**src/rtl/qam_demap_pkg.sv**
```systemverilog
// Shared constants and FSM state type for the 16-QAM demapper scheduler.
package qam_demap_pkg;

    localparam int IN_W  = 22;
    localparam int OUT_W = 13;

    localparam logic signed [IN_W-1:0]  MID     = 22'sd323;
    localparam logic signed [IN_W-1:0]  ZERO_IN = 22'sd0;
    localparam logic signed [OUT_W-1:0] L       = 13'sd485;
    localparam logic signed [OUT_W-1:0] S       = 13'sd161;

    typedef enum logic [1:0] {
        IDLE,
        RUN,
        DRAIN
    } state_t;

endpackage

```
**src/rtl/qam16_slicer.sv**
```systemverilog
// Combinational 16-QAM hard slicer: full-width signed decision, Gray-coded bits
// and reconstructed constellation point.
module qam16_slicer
    import qam_demap_pkg::*;
(
    input  logic signed [IN_W-1:0]  re_i,
    input  logic signed [IN_W-1:0]  im_i,
    output logic        [3:0]       bits_o,
    output logic signed [OUT_W-1:0] re_o,
    output logic signed [OUT_W-1:0] im_o
);

    always_comb begin
        bits_o = '0;
        re_o   = '0;
        im_o   = '0;

        if (re_i <= -MID) begin
            bits_o[3:2] = 2'b00;
            re_o        = -L;
        end else if (re_i <= ZERO_IN) begin
            bits_o[3:2] = 2'b01;
            re_o        = -S;
        end else if (re_i <= MID) begin
            bits_o[3:2] = 2'b11;
            re_o        = S;
        end else begin
            bits_o[3:2] = 2'b10;
            re_o        = L;
        end

        // Imaginary axis is mirrored: the top row carries code 00.
        if (im_i >= MID) begin
            bits_o[1:0] = 2'b00;
            im_o        = L;
        end else if (im_i >= ZERO_IN) begin
            bits_o[1:0] = 2'b01;
            im_o        = S;
        end else if (im_i >= -MID) begin
            bits_o[1:0] = 2'b11;
            im_o        = -S;
        end else begin
            bits_o[1:0] = 2'b10;
            im_o        = -L;
        end
    end

endmodule

```
**src/rtl/qam_demap_sched.sv**
```systemverilog
// Round-robin scheduler of two equalizer streams onto one shared 16-QAM slicer.
// Optional EVM accumulator enabled by macro QAM_DEMAP_EVM_EN.
module qam_demap_sched
    import qam_demap_pkg::*;
#(
    parameter int N_SC  = 64,
    parameter int IDX_W = $clog2(N_SC)
) (
    input  logic                    clk,
    input  logic                    rst_n,
    input  logic                    start,
    input  logic [1:0]              s_valid,
    output logic [1:0]              s_ready,
    input  logic signed [IN_W-1:0]  s0_re,
    input  logic signed [IN_W-1:0]  s0_im,
    input  logic signed [IN_W-1:0]  s1_re,
    input  logic signed [IN_W-1:0]  s1_im,
    output logic                    m_valid,
    input  logic                    m_ready,
    output logic [3:0]              m_bits,
    output logic signed [OUT_W-1:0] m_re,
    output logic signed [OUT_W-1:0] m_im,
    output logic                    m_stream,
    output logic [IDX_W-1:0]        m_idx,
    output logic                    busy,
`ifdef QAM_DEMAP_EVM_EN
    output logic [31:0]             evm_sum,
    output logic                    evm_valid,
`endif
    output logic                    frame_done
);

    localparam logic [IDX_W:0] CNT_MAX = (IDX_W+1)'(N_SC);
    localparam logic [IDX_W:0] CNT_ONE = (IDX_W+1)'(1);

    state_t                  state_q, state_d;
    logic [1:0][IDX_W:0]     cnt_q, cnt_d;
    logic                    rr_q, rr_d;
    logic                    m_valid_q, m_valid_d;
    logic [3:0]              m_bits_q, m_bits_d;
    logic signed [OUT_W-1:0] m_re_q, m_re_d;
    logic signed [OUT_W-1:0] m_im_q, m_im_d;
    logic                    m_stream_q, m_stream_d;
    logic [IDX_W-1:0]        m_idx_q, m_idx_d;

    logic [1:0]              elig;
    logic                    slot_free;
    logic                    gnt_vld;
    logic                    gnt_sel;
    logic signed [IN_W-1:0]  sl_re, sl_im;
    logic [3:0]              q_bits;
    logic signed [OUT_W-1:0] q_re, q_im;

    // Grant decision; ready is a function of valid, never the reverse.
    always_comb begin
        elig      = '0;
        gnt_vld   = 1'b0;
        gnt_sel   = rr_q;
        slot_free = !m_valid_q || m_ready;
        if (state_q == RUN) begin
            elig[0] = s_valid[0] && (cnt_q[0] < CNT_MAX);
            elig[1] = s_valid[1] && (cnt_q[1] < CNT_MAX);
        end
        if (slot_free) begin
            if (elig == 2'b11) begin
                gnt_vld = 1'b1;
                gnt_sel = rr_q;
            end else if (elig[0]) begin
                gnt_vld = 1'b1;
                gnt_sel = 1'b0;
            end else if (elig[1]) begin
                gnt_vld = 1'b1;
                gnt_sel = 1'b1;
            end
        end
    end

    assign s_ready = !gnt_vld ? 2'b00 : (gnt_sel ? 2'b10 : 2'b01);
    assign sl_re   = gnt_sel ? s1_re : s0_re;
    assign sl_im   = gnt_sel ? s1_im : s0_im;

    qam16_slicer u_slicer (
        .re_i   (sl_re),
        .im_i   (sl_im),
        .bits_o (q_bits),
        .re_o   (q_re),
        .im_o   (q_im)
    );

    always_comb begin
        state_d    = state_q;
        cnt_d      = cnt_q;
        rr_d       = rr_q;
        m_valid_d  = m_valid_q;
        m_bits_d   = m_bits_q;
        m_re_d     = m_re_q;
        m_im_d     = m_im_q;
        m_stream_d = m_stream_q;
        m_idx_d    = m_idx_q;
        frame_done = 1'b0;

        case (state_q)
            IDLE: begin
                if (start) begin
                    state_d = RUN;
                    cnt_d   = '0;
                    rr_d    = 1'b0;
                end
            end
            RUN: begin
                if (cnt_q[0] == CNT_MAX && cnt_q[1] == CNT_MAX) begin
                    state_d = DRAIN;
                end
            end
            DRAIN: begin
                if (!m_valid_q) begin
                    state_d    = IDLE;
                    frame_done = 1'b1;
                end
            end
            default: state_d = IDLE;
        endcase

        if (m_ready) begin
            m_valid_d = 1'b0;
        end
        if (gnt_vld) begin
            m_valid_d      = 1'b1;
            m_bits_d       = q_bits;
            m_re_d         = q_re;
            m_im_d         = q_im;
            m_stream_d     = gnt_sel;
            m_idx_d        = cnt_q[gnt_sel][IDX_W-1:0];
            cnt_d[gnt_sel] = cnt_q[gnt_sel] + CNT_ONE;
            if (elig == 2'b11) begin
                rr_d = ~rr_q;
            end
        end
    end

    always_ff @(posedge clk or negedge rst_n) begin
        if (!rst_n) begin
            state_q    <= IDLE;
            cnt_q      <= '0;
            rr_q       <= 1'b0;
            m_valid_q  <= 1'b0;
            m_bits_q   <= '0;
            m_re_q     <= '0;
            m_im_q     <= '0;
            m_stream_q <= 1'b0;
            m_idx_q    <= '0;
        end else begin
            state_q    <= state_d;
            cnt_q      <= cnt_d;
            rr_q       <= rr_d;
            m_valid_q  <= m_valid_d;
            m_bits_q   <= m_bits_d;
            m_re_q     <= m_re_d;
            m_im_q     <= m_im_d;
            m_stream_q <= m_stream_d;
            m_idx_q    <= m_idx_d;
        end
    end

    assign m_valid  = m_valid_q;
    assign m_bits   = m_bits_q;
    assign m_re     = m_re_q;
    assign m_im     = m_im_q;
    assign m_stream = m_stream_q;
    assign m_idx    = m_idx_q;
    assign busy     = (state_q == RUN) || (state_q == DRAIN);

`ifdef QAM_DEMAP_EVM_EN
    logic [31:0]          evm_q, evm_d;
    logic signed [IN_W:0] d_re, d_im;
    logic [IN_W:0]        a_re, a_im;

    // Error measured in the 22-bit input domain against the sign-extended decision.
    always_comb begin
        d_re  = {sl_re[IN_W-1], sl_re} - {{(IN_W+1-OUT_W){q_re[OUT_W-1]}}, q_re};
        d_im  = {sl_im[IN_W-1], sl_im} - {{(IN_W+1-OUT_W){q_im[OUT_W-1]}}, q_im};
        a_re  = d_re[IN_W] ? $unsigned(-d_re) : $unsigned(d_re);
        a_im  = d_im[IN_W] ? $unsigned(-d_im) : $unsigned(d_im);
        evm_d = evm_q;
        if (state_q == IDLE && start) begin
            evm_d = '0;
        end else if (gnt_vld) begin
            evm_d = evm_q + 32'(a_re) + 32'(a_im);
        end
    end

    always_ff @(posedge clk or negedge rst_n) begin
        if (!rst_n) begin
            evm_q <= '0;
        end else begin
            evm_q <= evm_d;
        end
    end

    assign evm_sum   = evm_q;
    assign evm_valid = frame_done;
`endif

endmodule

```
**config.mk**
```make
export PLATFORM = sky130hd
export DESIGN_NAME = qam_demap_sched
export DESIGN_NICKNAME = d
export VERILOG_FILES = /design/src/rtl/qam_demap_pkg.sv /design/src/rtl/qam16_slicer.sv /design/src/rtl/qam_demap_sched.sv
export SDC_FILE = /design/constraint.sdc
export NUM_CORES = 1
export LEC_CHECK = 0
export BUFFER_PORTS_ARGS = -buffer_cell sky130_fd_sc_hd__buf_2
export CAP_MARGIN = 5
export CORE_MARGIN = 8
export CORE_UTILIZATION = 41
export DETAILED_ROUTE_END_ITERATION = 10
export PLACE_DENSITY = 0.78
export REMOVE_ABC_BUFFERS = 1
export SLEW_MARGIN = 10
export SYNTH_ARGS = -nofsm -noshare
export SYNTH_HDL_FRONTEND = slang
export SYNTH_SLANG_ARGS = --single-unit
```
**constraint.sdc**
```tcl
create_clock -name clk -period 2.5 [get_ports clk]
set_input_delay 0.375 -clock clk [delete_from_list [all_inputs] [get_ports clk]]
set_output_delay 0.375 -clock clk [all_outputs]
set_load 0.1 [all_outputs]
```
# Word-level counts from Yosys, hierarchy flattened
# Index checks and enable logic that the tools add are counted.
[op_classes] bitwise_logic=1 shift=0 mul=0 n_eq_ne=8 magnitude_cmp=10 n_addsub=1 n_mux=45 n_div=0 n_reduce_logical=10
[op_table] op="13-bit 2-to-1 mux" count=4
[op_table] op="22-bit by 10-bit greater-or-equal comparator with 1-bit output (second input constant)" count=2
[op_table] op="22-bit by 10-bit less-or-equal comparator with 1-bit output (second input constant)" count=2
[op_table] op="22-bit 2-to-1 mux" count=2
[op_table] op="14-bit 2-to-1 mux" count=3
[op_table] op="22-bit by 1-bit greater-or-equal comparator with 1-bit output (second input constant)" count=1
[op_table] op="22-bit by 1-bit less-or-equal comparator with 1-bit output (second input constant)" count=1
[op_table] op="7-bit 2-to-1 mux" count=3
[op_table] op="2-bit 2-to-1 mux" count=10
[op_table] op="1-bit 2-to-1 mux" count=18
[op_table] op="9-bit 2-to-1 mux" count=2
[op_table] op="14-bit bitwise mux" count=1
[op_table] op="7-bit equality test (second input constant)" count=2
[op_table] op="7-bit less-than comparator (second input constant)" count=2
[op_table] op="7-bit by 1-bit adder with 7-bit output (second input constant)" count=1
[op_table] op="7-bit demux with 1-bit select" count=1
[op_table] op="2-bit one-hot mux with 3 select lines" count=1
[op_table] op="2-bit equality test (second input constant)" count=2
[op_table] op="1-bit logical AND" count=4
[op_table] op="2-bit inequality test (second input constant)" count=2
[op_table] op="3-bit AND reduction" count=1
[op_table] op="2-bit by 1-bit equality test with 1-bit output (second input constant)" count=1
[op_table] op="2-bit zero test" count=1
[op_table] op="1-bit logical OR" count=2
[op_table] op="other kinds (6)" count=6
[totals] inputBits=94 output_inout_bits=42 rom_bits=0 ramBits=0 latchBits=0 word_cells=85 register_bits=55 mem_count=0

# Depth between registers and ports, before layout
# Gate-level depths: netlist of the first run.
[logic_depth] ltp_word=13 ltp_mapped=13 mapped_depth_nobuf=11

# Modules after synthesis
# From an unflattened synthesis of the first run, not the netlist that was laid out.
[hier_totals] cells_unflattened=319 hier_area_um2=3452.1
[modules_own_cells] module="qam_demap_sched" seq_area_each_um2=1376.3 instances=1 area_each_um2=3009.1 cells_per_inst=249
[modules_own_cells] module="qam16_slicer" seq_area_each_um2=0.0 instances=1 area_each_um2=442.9 cells_per_inst=70

# Least setup slack after synthesis of the first run
# Ideal clock, no wire load.
[synth_timing] path_kind="register -> register" from="register m_valid_q (netlist: m_valid)" to="register cnt_q[10] (netlist bit)" setup_ns=0.129 slack_ns=-0.637 t_required_ns=2.371 synth_period_minus_slack_ns=3.137 path_stages_with_launch=10 n_path_buf=1 arrival_ns=3.008 cell_sequence="dfrtp_1 -> nand2b_1 -> nor4b_2 -> nor3_1 -> buf_2 -> nand2_2 -> inv_1 -> a21oi_1 -> o21ai_0 -> o31ai_1"
[synth_lines] item="start: declaration" line="qam_demap_sched.sv:39" rtl="logic m_valid_q, m_valid_d;"
[synth_lines] item="start signal: assignment" line="qam_demap_sched.sv:156" rtl="m_valid_q <= m_valid_d;"
[synth_lines] item="end signal: assignment" line="qam_demap_sched.sv:154" rtl="cnt_q <= cnt_d;"
[synth_lines] item="end: declaration" line="qam_demap_sched.sv:37" rtl="logic [1:0][IDX_W:0] cnt_q, cnt_d;"

# Worst setup path in the final report of the first run
[layout_timing] from="register cnt_q[6] (netlist bit)" to="output s_ready[0]"
[layout_between] elab_chain_len=8 elab_cells_between_ends=12 cone_classes="order compare: 1; eq/ne: 1; mux: 9; reduce/logical: 1"
[layout_rtl] item="7-bit less-than comparator (*)" line="qam_demap_sched.sv:61" rtl="elig[0] = s_valid[0] && (cnt_q[0] < CNT_MAX);"
[layout_rtl] item="1-bit logical AND (*)" line="qam_demap_sched.sv:61"
[layout_rtl] item="2-bit 2-to-1 mux (*)" line="qam_demap_sched.sv:60" rtl="if (state_q == RUN) begin"
[layout_rtl] item="2-bit equality test / 1-bit 2-to-1 mux (equally long branches)" line="qam_demap_sched.sv:65, qam_demap_sched.sv:68"
[layout_rtl] item="1-bit 2-to-1 mux" line="qam_demap_sched.sv:65" rtl="if (elig == 2'b11) begin"
[layout_rtl] item="1-bit 2-to-1 mux" line="qam_demap_sched.sv:64" rtl="if (slot_free) begin"
[layout_rtl] item="2-bit 2-to-1 mux" line="qam_demap_sched.sv:78" rtl="assign s_ready = !gnt_vld ? 2'b00 : (gnt_sel ? 2'b10 : 2'b01);"
[layout_rtl] item="2-bit 2-to-1 mux (*)" line="qam_demap_sched.sv:78"
[layout_rtl] item="end: declaration" line="qam_demap_sched.sv:13" rtl="output logic [1:0] s_ready,"
# Every way passes the cells marked *; elsewhere a longest branch is shown, timed or not.

==> results of run 1 <==
-- layer usage --
metal	global-route usage, %	up-vias	routed length [um]
li1	-	1350	-
met1	19.82	1327	3167
met2	32.73	114	4141
met3	4.888	23	635
met4	7.919	0	202
met5	0	-	0
-- synthesized netlist by cell type, drive strengths merged (4+ instances only) --
library cell  count  area (um^2)
nor3              7        35.03
mux2i             7        86.33
nand4            18        112.6
nand2b            5        31.28
nor2             21        78.83
mux2              4        45.04
a21oi            14        70.07
o21ai            19        95.09
nor4             19        118.9
buf              24        185.2
a211oi            4        30.03
clkbuf            4        15.01
ha                6        75.07
inv              10        37.54
nand3            10        50.05
nand2            49        186.4
o21bai            4        30.03
dfrtp            34        850.8
a31oi             9        56.30
o31ai             5        37.54
-- layout by cell type (no fill, tap or decap), types with 2 or more instances in the layout --
master	count
nor3_1	6
buf_2	133
nand4_1	18
o211ai_1	2
and3_1	2
or3_1	2
inv_2	2
clkbuf_8	5
buf_12	4
a21oi_1	14
a31oi_1	9
o31ai_1	5
inv_1	8
nor2b_1	2
nand3_1	10
a211oi_1	4
mux2_2	4
ha_1	4
buf_4	13
nor2_1	21
nand2b_1	5
a22o_1	3
mux2i_1	5
nor4b_1	2
dfrtp_1	34
o21ai_0	19
nor4_1	19
o21bai_1	4
nand2_1	48
-- cell type report --
class | count | area [um^2] | area share [%]
multi-input combinational | 229 | 1409 | 42.51
sequential | 34 | 850.8 | 25.67
timing repair buffer | 150 | 843.3 | 25.44
clock buffer | 6 | 72.57 | 2.190
tap | 75 | 93.84 | 2.831
clock inverter | 1 | 7.507 | 0.2265
inverter | 10 | 37.54 | 1.133
-- power breakdown --
part | total [uW] | leakage [uW] | internal [uW] | switching (uW)
Combinational | 3660 | 0.00113 | 717 | 2940
Clock | 387 | 0.0000373 | 191 | 197
Sequential | 882 | 0.000438 | 720 | 162
-- sequential cells by signal, indices dropped and copies added, names as in the netlist --
register,count
cnt_q,14
m_idx,6
m_re,4
m_bits,3
m_im,2
state_q,2
m_stream,1
m_valid,1
rr_q,1
-- critical path: stages (launching register included) --
cell and delay [ps]:
dfrtp_1 440, or2b_4 300, nor4b_4 300, or3_4 190, buf_12 140, nand2_1 90, inv_2 90, buf_12 170
-- final timing paths --
path / from / depth (start not counted) / slack (ps) / endpoint
max in group asynchronous: rst_n / 1 / 1870 / m_idx[2]
hold reg to reg: m_stream / 2 / 480 / m_stream
min in group clk: m_ready / 3 / 410 / m_valid
setup / recovery: cnt_q[6] / 7 / 90 / s_ready[0]
hold / removal: rst_n / 1 / 150 / m_valid
setup reg to reg: cnt_q[6] / 9 / 150 / m_bits[2]
-- stage by stage --
step | TNS [ps] | instances | power, uW | util (%) | hold WS [ps]
6_report | 0 | 505 | 4927 | 56.65 | 150.4
5_1_grt | 0 | 505 | 5159 | 56.65 | 217.6
4_1_cts | 0 | 502 | 4915 | 55.99 | 175.0
3_5_place_dp | -1.890 | 494 | 4484 | 54.21 | 461.1
3_3_place_gp | 0 | 494 | 4439 | 54.21 | 456.6
2_1_floorplan | -71560 | 273 | 3272 | - | 79.41
-- repair_timing --
item | CTS | global route
gates resized for setup | 5 | 4
setup endpoints to repair | 4 | 10
endpoints found under the hold margin | 0 | 0
buffers inserted | 1 | 3
hold buffers | 0 | 0
pin swaps | 2 | 2
-- cells by family after synthesis --
group	count (synthesis)
AOI/OAI and AO/OA	69
and+or+nand+nor	143
DFF	34
adders and majority gates	6
muxes	11
buffers and inverters	38
==> impl_metrics.json, run 1 <==
{
  "dp_hpwl_um": 6394,
  "powerDensity_nw_per_um2": 1486,
  "ios": 136,
  "wirelength_um": 8146,
  "ys_seq_area_share_pct": 34.59,
  "relSlewSlack_pct": 50.30,
  "ir_drop_mv": 1.503,
  "dieArea_um2": 8734,
  "rows": 28,
  "htree_levels": 2,
  "ant_nets": 0,
  "status": "finished, final reports clean",
  "place_congestion": 0.9117,
  "layout-drive-gt1-share_pct": 40.70,
  "detail_route.wl_per_cell_um": 16.13,
  "synth_ff_type": "dfrtp_1",
  "grt_usage_pct": 18.33,
  "slew_viol_final": 0,
  "worstPathMaxFanout": 17,
  "setup_viol_count_final": 0,
  "nFillCells": 547,
  "finClkSkew_ps": 6.275,
  "hold_viol": 0,
  "cts.sinks": 34,
  "cts.path.max_buffers": 2,
  "min_period_over_period_pct": 96.39,
  "synthXorXnorAreaFrac_pct": 0,
  "numPortBuffers": 135,
  "avgViaCountPerCell": 5.572,
  "muxShareOfSynthArea_pct": 5.341,
  "critPathKind": "flop to primary output",
  "place_ws_ps": -1.890,
  "synthesis.area_um2": 2460,
  "leakagePower_uw": 0.001602,
  "grt_max_degree": 35,
  "rsz0062_at_grt": "no",
  "drc": 0,
  "synth_seq_cells": 34,
  "grt_pass1_vias": 2849,
  "finish.instance_area_um2": 3314,
  "cts-root-buf": "clkbuf_8",
  "critPathLaunchType": "flop",
  "cts_tree": "yes",
  "avgSynthCellArea_um2": 8.172,
  "antenna_cells": 0,
  "synth_fa_ha_area_share_pct": 3.052,
  "syn_to_final_growth_pct": 34.74,
  "grt_antenna_before_repair": 0,
  "tightest_slew_ps": 745.5,
  "syn_inst": 301,
  "vias": 2814,
  "finalWorstSetupSlack_ps": 90.33,
  "synth_top_family_by_area": "simple AND/OR/NAND/NOR gates",
  "synth_enable_flop_cells": 0,
  "grt-ovfl-total": 0,
  "endpoint_kind": "primary output",
  "yosysUniqueCellTypes": 43,
  "clk_latency_ps": 290,
  "cap_violations": 0,
  "grt_pass1_wl_um": 13130,
  "initial_core_util_pct": 42.04,
  "required_ps": 2120,
  "clock.fmax_mhz": 415.0,
  "path_clk_slew_ps": 70,
  "cts_buffers": 5,
  "yosys.area_share.simple_pct": 29.25,
  "synth_compound_area_share_pct": 18.11,
  "min_period_ps": 2410,
  "final_nets": 530,
  "hp-class": "input port to async pin",
  "ys_async_sr_fraction_pct": 100.0,
  "die_height_um": 93.46,
  "yosys_warnings": 0,
  "drtIter0Drc": 202,
  "core-area_um2": 5851,
  "arrival_ps": 2030,
  "dr.pass1.iters": 6,
  "die_w_um": 93.46,
  "postPlaceCellArea_um2": 3172
}
Power figures use the tool's default switching activity.
==> run 2, diff against run 1 <==
--- a/config.mk
+++ b/config.mk
@@ -7,10 +7,12 @@
 export LEC_CHECK = 0
 export BUFFER_PORTS_ARGS = -buffer_cell sky130_fd_sc_hd__buf_2
 export CAP_MARGIN = 5
+export CELL_PAD_IN_SITES_DETAIL_PLACEMENT = 0
+export CELL_PAD_IN_SITES_GLOBAL_PLACEMENT = 2
 export CORE_MARGIN = 8
-export CORE_UTILIZATION = 41
+export CORE_UTILIZATION = 21
 export DETAILED_ROUTE_END_ITERATION = 10
-export PLACE_DENSITY = 0.78
+export PLACE_DENSITY_LB_ADDON = 0.1
 export REMOVE_ABC_BUFFERS = 1
 export SLEW_MARGIN = 10
 export SYNTH_ARGS = -nofsm -noshare
==> impl_metrics.json, run 2 (synthesis results as in run 1) <==
{
  "status": "finished, final reports clean",
  "antenna_cells": 0,
  "drtIter0Drc": 70,
  "layout_commonest_cell": "buf_2",
  "cap_violations": 0,
  "endpoint_kind": "primary output",
  "largest_register": "cnt_q",
  "ir_drop_mv": 1.317,
  "timing.rr.end": "m_bits[2]",
  "core-area_um2": 11420,
  "setup_viol_count_final": 0,
  "finalPower_uw": 5115,
  "critPathKind": "flop to primary output",
  "r2r_cells": 9,
  "path_clk_slew_ps": 50,
  "grt_pass1_wl_um": 14770,
  "powerDensity_nw_per_um2": 1482,
  "final_cell_mix": "buf_2, nand2_1, dfrtp_1",
  "vias": 2703,
  "cts_setup_buffers": 0,
  "regArea_um2": 850.8,
  "cts-root-buf": "clkbuf_16",
  "grt_antenna_before_repair": 0,
  "hold_viol": 0,
  "htree_levels": 2,
  "cts.path.max_buffers": 2,
  "min_period_over_period_pct": 95.73,
  "grt_usage_pct": 11.53,
  "layout-drive-gt1-share_pct": 40.42,
  "hold_buffers": 0,
  "dieArea_um2": 15430,
  "cts_buffers": 5,
  "grt-ovfl-total": 0,
  "crit-reg2reg-launch": "state_q[1]",
  "syn_to_final_growth_pct": 40.28,
  "avgViaCountPerCell": 4.693,
  "dr.pass1.iters": 4,
  "wirelength_um": 9029,
  "place_ws_ps": 88.56,
  "cts.sinks": 34,
  "drc": 0,
  "ant_nets": 0,
  "dp_hpwl_um": 7468,
  "multi_input_area_um2": 1398,
  "clock.fmax_mhz": 417.8,
  "detail_route.wl_per_cell_um": 15.68,
  "leakagePower_uw": 0.001639,
  "worstPathMaxFanout": 7,
  "die_w_um": 124.2,
  "r2r_setup_slack_ps": 140,
  "grt_pass1_vias": 2900,
  "critPathLaunchType": "flop",
  "cts_tree": "yes",
  "slew_viol_final": 0,
  "initial_core_util_pct": 21.54,
  "relSlewSlack_pct": 45.46,
  "ios": 136,
  "min_period_ps": 2393,
  "nFillCells": 1237,
  "finClkSkew_ps": 2.261,
  "largest_register_ffs": 14,
  "grt_max_degree": 35,
  "final_nets": 533,
  "numPortBuffers": 135,
  "required_ps": 2120,
  "rsz0062_at_grt": "yes",
  "clk_latency_ps": 280,
  "hp-class": "input port to async pin",
  "place_congestion": 0.7454,
  "rows": 39,
  "finalWorstSetupSlack_ps": 106.7,
  "die_height_um": 124.2,
  "tightest_slew_ps": 818.1,
  "arrival_ps": 2020
}
-- run 2: report_power, final --
part / switching, uW / leakage (uW) / internal [uW]
clock network: 222 / 0.0000640 / 364
logic: 2950 / 0.00114 / 704
registers: 155 / 0.000438 / 721
-- run 2: how the worst max path moves through the flow --
stage	startpoint	slack [ps]	to	cells past startpoint
2_1_floorplan	m_bits[1]	-3070	m_bits[1]	2
3_3_place_gp	s_valid[0]	120	cnt_q[11]	11
3_5_place_dp	s_valid[0]	90	cnt_q[11]	11
4_1_cts	state_q[1]	30	s_ready[0]	9
5_1_grt	state_q[1]	-20	s_ready[1]	7
6_report	state_q[1]	110	s_ready[1]	8
-- run 2: worst max-delay path: stages, from the launching register on --
cell,delay [ps]
dfrtp_1,390
inv_1,80
ha_1,180
buf_4,130
and2_1,150
and2_1,360
nand2_2,110
inv_1,160
buf_12,190
-- run 2: metrics by stage --
stage	area (um^2)	TNS, ps	hold slack, ps	cells	util (%)
2_1_floorplan	2260	-71560	79.41	273	-
3_3_place_gp	3297	0	458.6	569	28.87
5_1_grt	3451	-15.10	265.6	576	30.22
3_5_place_dp	3297	0	460.5	569	28.87
6_report	3451	0	191.6	576	30.22
4_1_cts	3443	0	237.9	576	30.16
-- run 2: metal layers --
metal,part of all wire [%],global-route usage (%),vias to the layer above
met5,0,0,-
met4,0.60,2.126,0
met3,6.1,3.617,6
met2,49,20.12,82
met1,45,13.58,1254
li1,-,-,1361
-- run 2: cell type report --
| class | count | area share, % |
|---|---|---|
| multi-input cells | 229 | 40.50 |
| inverters | 10 | 1.088 |
| well taps | 143 | 5.185 |
| repair buffers | 153 | 24.73 |
| clock buffers | 7 | 3.843 |
| flip-flops and latches | 34 | 24.66 |
-- run 2: timing repair --
action / 4_1_cts / 5_1_grt
pin swaps: 0 / 2
gates resized for setup: 3 / 3
hold endpoints to repair: 0 / 0
gates cloned: 0 / 0
endpoints found under the setup margin: 1 / 7
==> run 3, diff against run 2 <==
--- a/config.mk
+++ b/config.mk
@@ -9,9 +9,11 @@
 export CAP_MARGIN = 5
 export CELL_PAD_IN_SITES_DETAIL_PLACEMENT = 0
 export CELL_PAD_IN_SITES_GLOBAL_PLACEMENT = 2
+export CORE_ASPECT_RATIO = 1.2
 export CORE_MARGIN = 8
 export CORE_UTILIZATION = 21
 export DETAILED_ROUTE_END_ITERATION = 10
+export GPL_ROUTABILITY_DRIVEN = 0
 export PLACE_DENSITY_LB_ADDON = 0.1
 export REMOVE_ABC_BUFFERS = 1
 export SLEW_MARGIN = 10
==> impl_metrics.json, run 3 (synthesis results as in run 1) <==
{
  "antenna_cells": 0,
  "dieArea_um2": 15450,
  "arrival_ps": 1990,
  "tightest_slew_ps": 818.2,
  "ant_nets": 0,
  "pwr-share-comb_pct": 71.2,
  "p_seq_share_pct": 16.8,
  "rsz0062_at_grt": "no",
  "drtIter0Drc": 88,
  "die_height_um": 134.6,
  "crit_path_cell_trace": "inv_1 > ha_4 > a31oi_2 > or3_1 > buf_4 > nand2_1 > inv_2 > buf_12",
  "cts_buffers": 5,
  "min_period_over_period_pct": 94.46,
  "clock.fmax_mhz": 423.5,
  "cpMaxStageDelayCell": "or3_1",
  "hp-class": "input port to async pin",
  "hold-worst-slack_ps": 194.7,
  "cts-root-buf": "clkbuf_16",
  "required_ps": 2120,
  "path_clk_slew_ps": 50,
  "setup_viol_count_final": 0,
  "wirelength_um": 9049,
  "avgViaCountPerCell": 4.597,
  "dr.pass1.iters": 4,
  "layout.cells.non_filler": 591,
  "detail_route.wl_per_cell_um": 15.31,
  "critPathKind": "flop to primary output",
  "finClkSkew_ps": 4.549,
  "die_w_um": 114.8,
  "grt_pass1_wl_um": 14660,
  "powerDensity_nw_per_um2": 1485,
  "cts_tree": "yes",
  "cts.path.max_buffers": 2,
  "ios": 136,
  "dp_hpwl_um": 7391,
  "worstPathMaxFanout": 5,
  "htree_levels": 2,
  "final_nets": 533,
  "leakagePower_uw": 0.001641,
  "min_period_ps": 2361,
  "p_switching_uw": 3362,
  "grt_antenna_before_repair": 0,
  "relSlewSlack_pct": 45.45,
  "numPortBuffers": 135,
  "initial_core_util_pct": 21.36,
  "endpoint_kind": "primary output",
  "layout-drive-gt1-share_pct": 41.24,
  "largest_register_ffs": 14,
  "placed_cells": 581,
  "largest_register": "cnt_q",
  "grt_usage_pct": 11.83,
  "vias": 2717,
  "clkPwrFrac_pct": 12.0,
  "core-area_um2": 11510,
  "hold_viol": 0,
  "cts.sinks": 34,
  "rows": 43,
  "grt_pass1_vias": 3010,
  "ir_drop_mv": 0.7303,
  "cap_violations": 0,
  "grt-ovfl-total": 0,
  "internal-power_uw": 1841,
  "drc": 0,
  "final_cell_mix": "buf_2, nand2_1, dfrtp_1",
  "switching_share_pct": 64.62,
  "status": "finished, final reports clean",
  "syn_to_final_growth_pct": 42.42,
  "grt_max_degree": 35,
  "clk_latency_ps": 280,
  "critPathLaunchType": "flop",
  "slew_viol_final": 0,
  "layout_commonest_cell": "buf_2",
  "critPathMaxStageDelay_ps": 430
}
==> run 3: timing repair <==
action,in CTS,in global routing
hold buffers,0,0
cloned,0,0
resized for setup,1,11
buffers inserted,0,2
endpoints found under the setup margin,3,17
pin swaps,1,2
==> run 3: power by group through the flow <==
| stage | sequential (uW) | combinational [uW] | clock, uW |
|---|---|---|---|
| final | 875 | 3710 | 623 |
| after floorplan | 2430 | 846 | 0 |
| after global placement | 880 | 3670 | 0 |
| after global routing | 906 | 3870 | 672 |
| after detailed placement | 881 | 3670 | 0 |
| after CTS | 875 | 3670 | 646 |
==> run 3: through the flow <==
| stage | cell area, um^2 | TNS (ps) | setup WS (ps) | power (uW) | utilization (%) |
|---|---|---|---|---|---|
| finish | 3503 | 0 | 138.6 | 5203 | 30.43 |
| global route | 3503 | 0 | 12.05 | 5453 | 30.43 |
| CTS | 3437 | -8.404 | -8.404 | 5195 | 29.85 |
| detailed placement | 3287 | 0 | 12.48 | 4550 | 28.55 |
| global placement | 3287 | 0 | 47.69 | 4551 | 28.55 |
| floorplan | 2260 | -71560 | -3068 | 3272 | - |
==> run 3: path summary, 6_finish.rpt <==
path,startpoint,end,slack (ps),cells after the start
min in group clk,m_ready,m_valid,450,3
worst max-delay path,state_q[1],s_ready[0],140,8
worst min-delay path,rst_n,state_q[0],190,1
worst max register to register,state_q[1],m_bits[2],180,9
max in group asynchronous,rst_n,m_idx[1],1790,1
worst min register to register,m_idx[1],m_idx[1],470,2
==> run 3: cell type report <==
class | count | area [um^2]
fill | 1329 | 8010
multi-input combinational | 229 | 1423
sequential | 34 | 850.8
timing repair buffer | 153 | 848.3
tap | 157 | 196.4
clock buffer | 7 | 142.6
inverter | 10 | 37.54
clock inverter | 1 | 5.005
==> run 3: metal layers <==
metal	wire, um	part of all wire (%)	track usage [%]
met3	632	7.0	3.752
met5	0	0	0
met2	4472	49	20.98
met4	87	0.96	3.072
met1	3857	43	13.28
==> run 3: worst max-delay path: cells and delay by family, from the launching register on <==
| family | cells | cell delay (ps) |
|---|---|---|
| AOI/OAI and AO/OA | 1 | 120 |
| adders and majority gates | 1 | 170 |
| buffers and inverters | 4 | 520 |
| DFF | 1 | 390 |
| and+or+nand+nor | 2 | 520 |
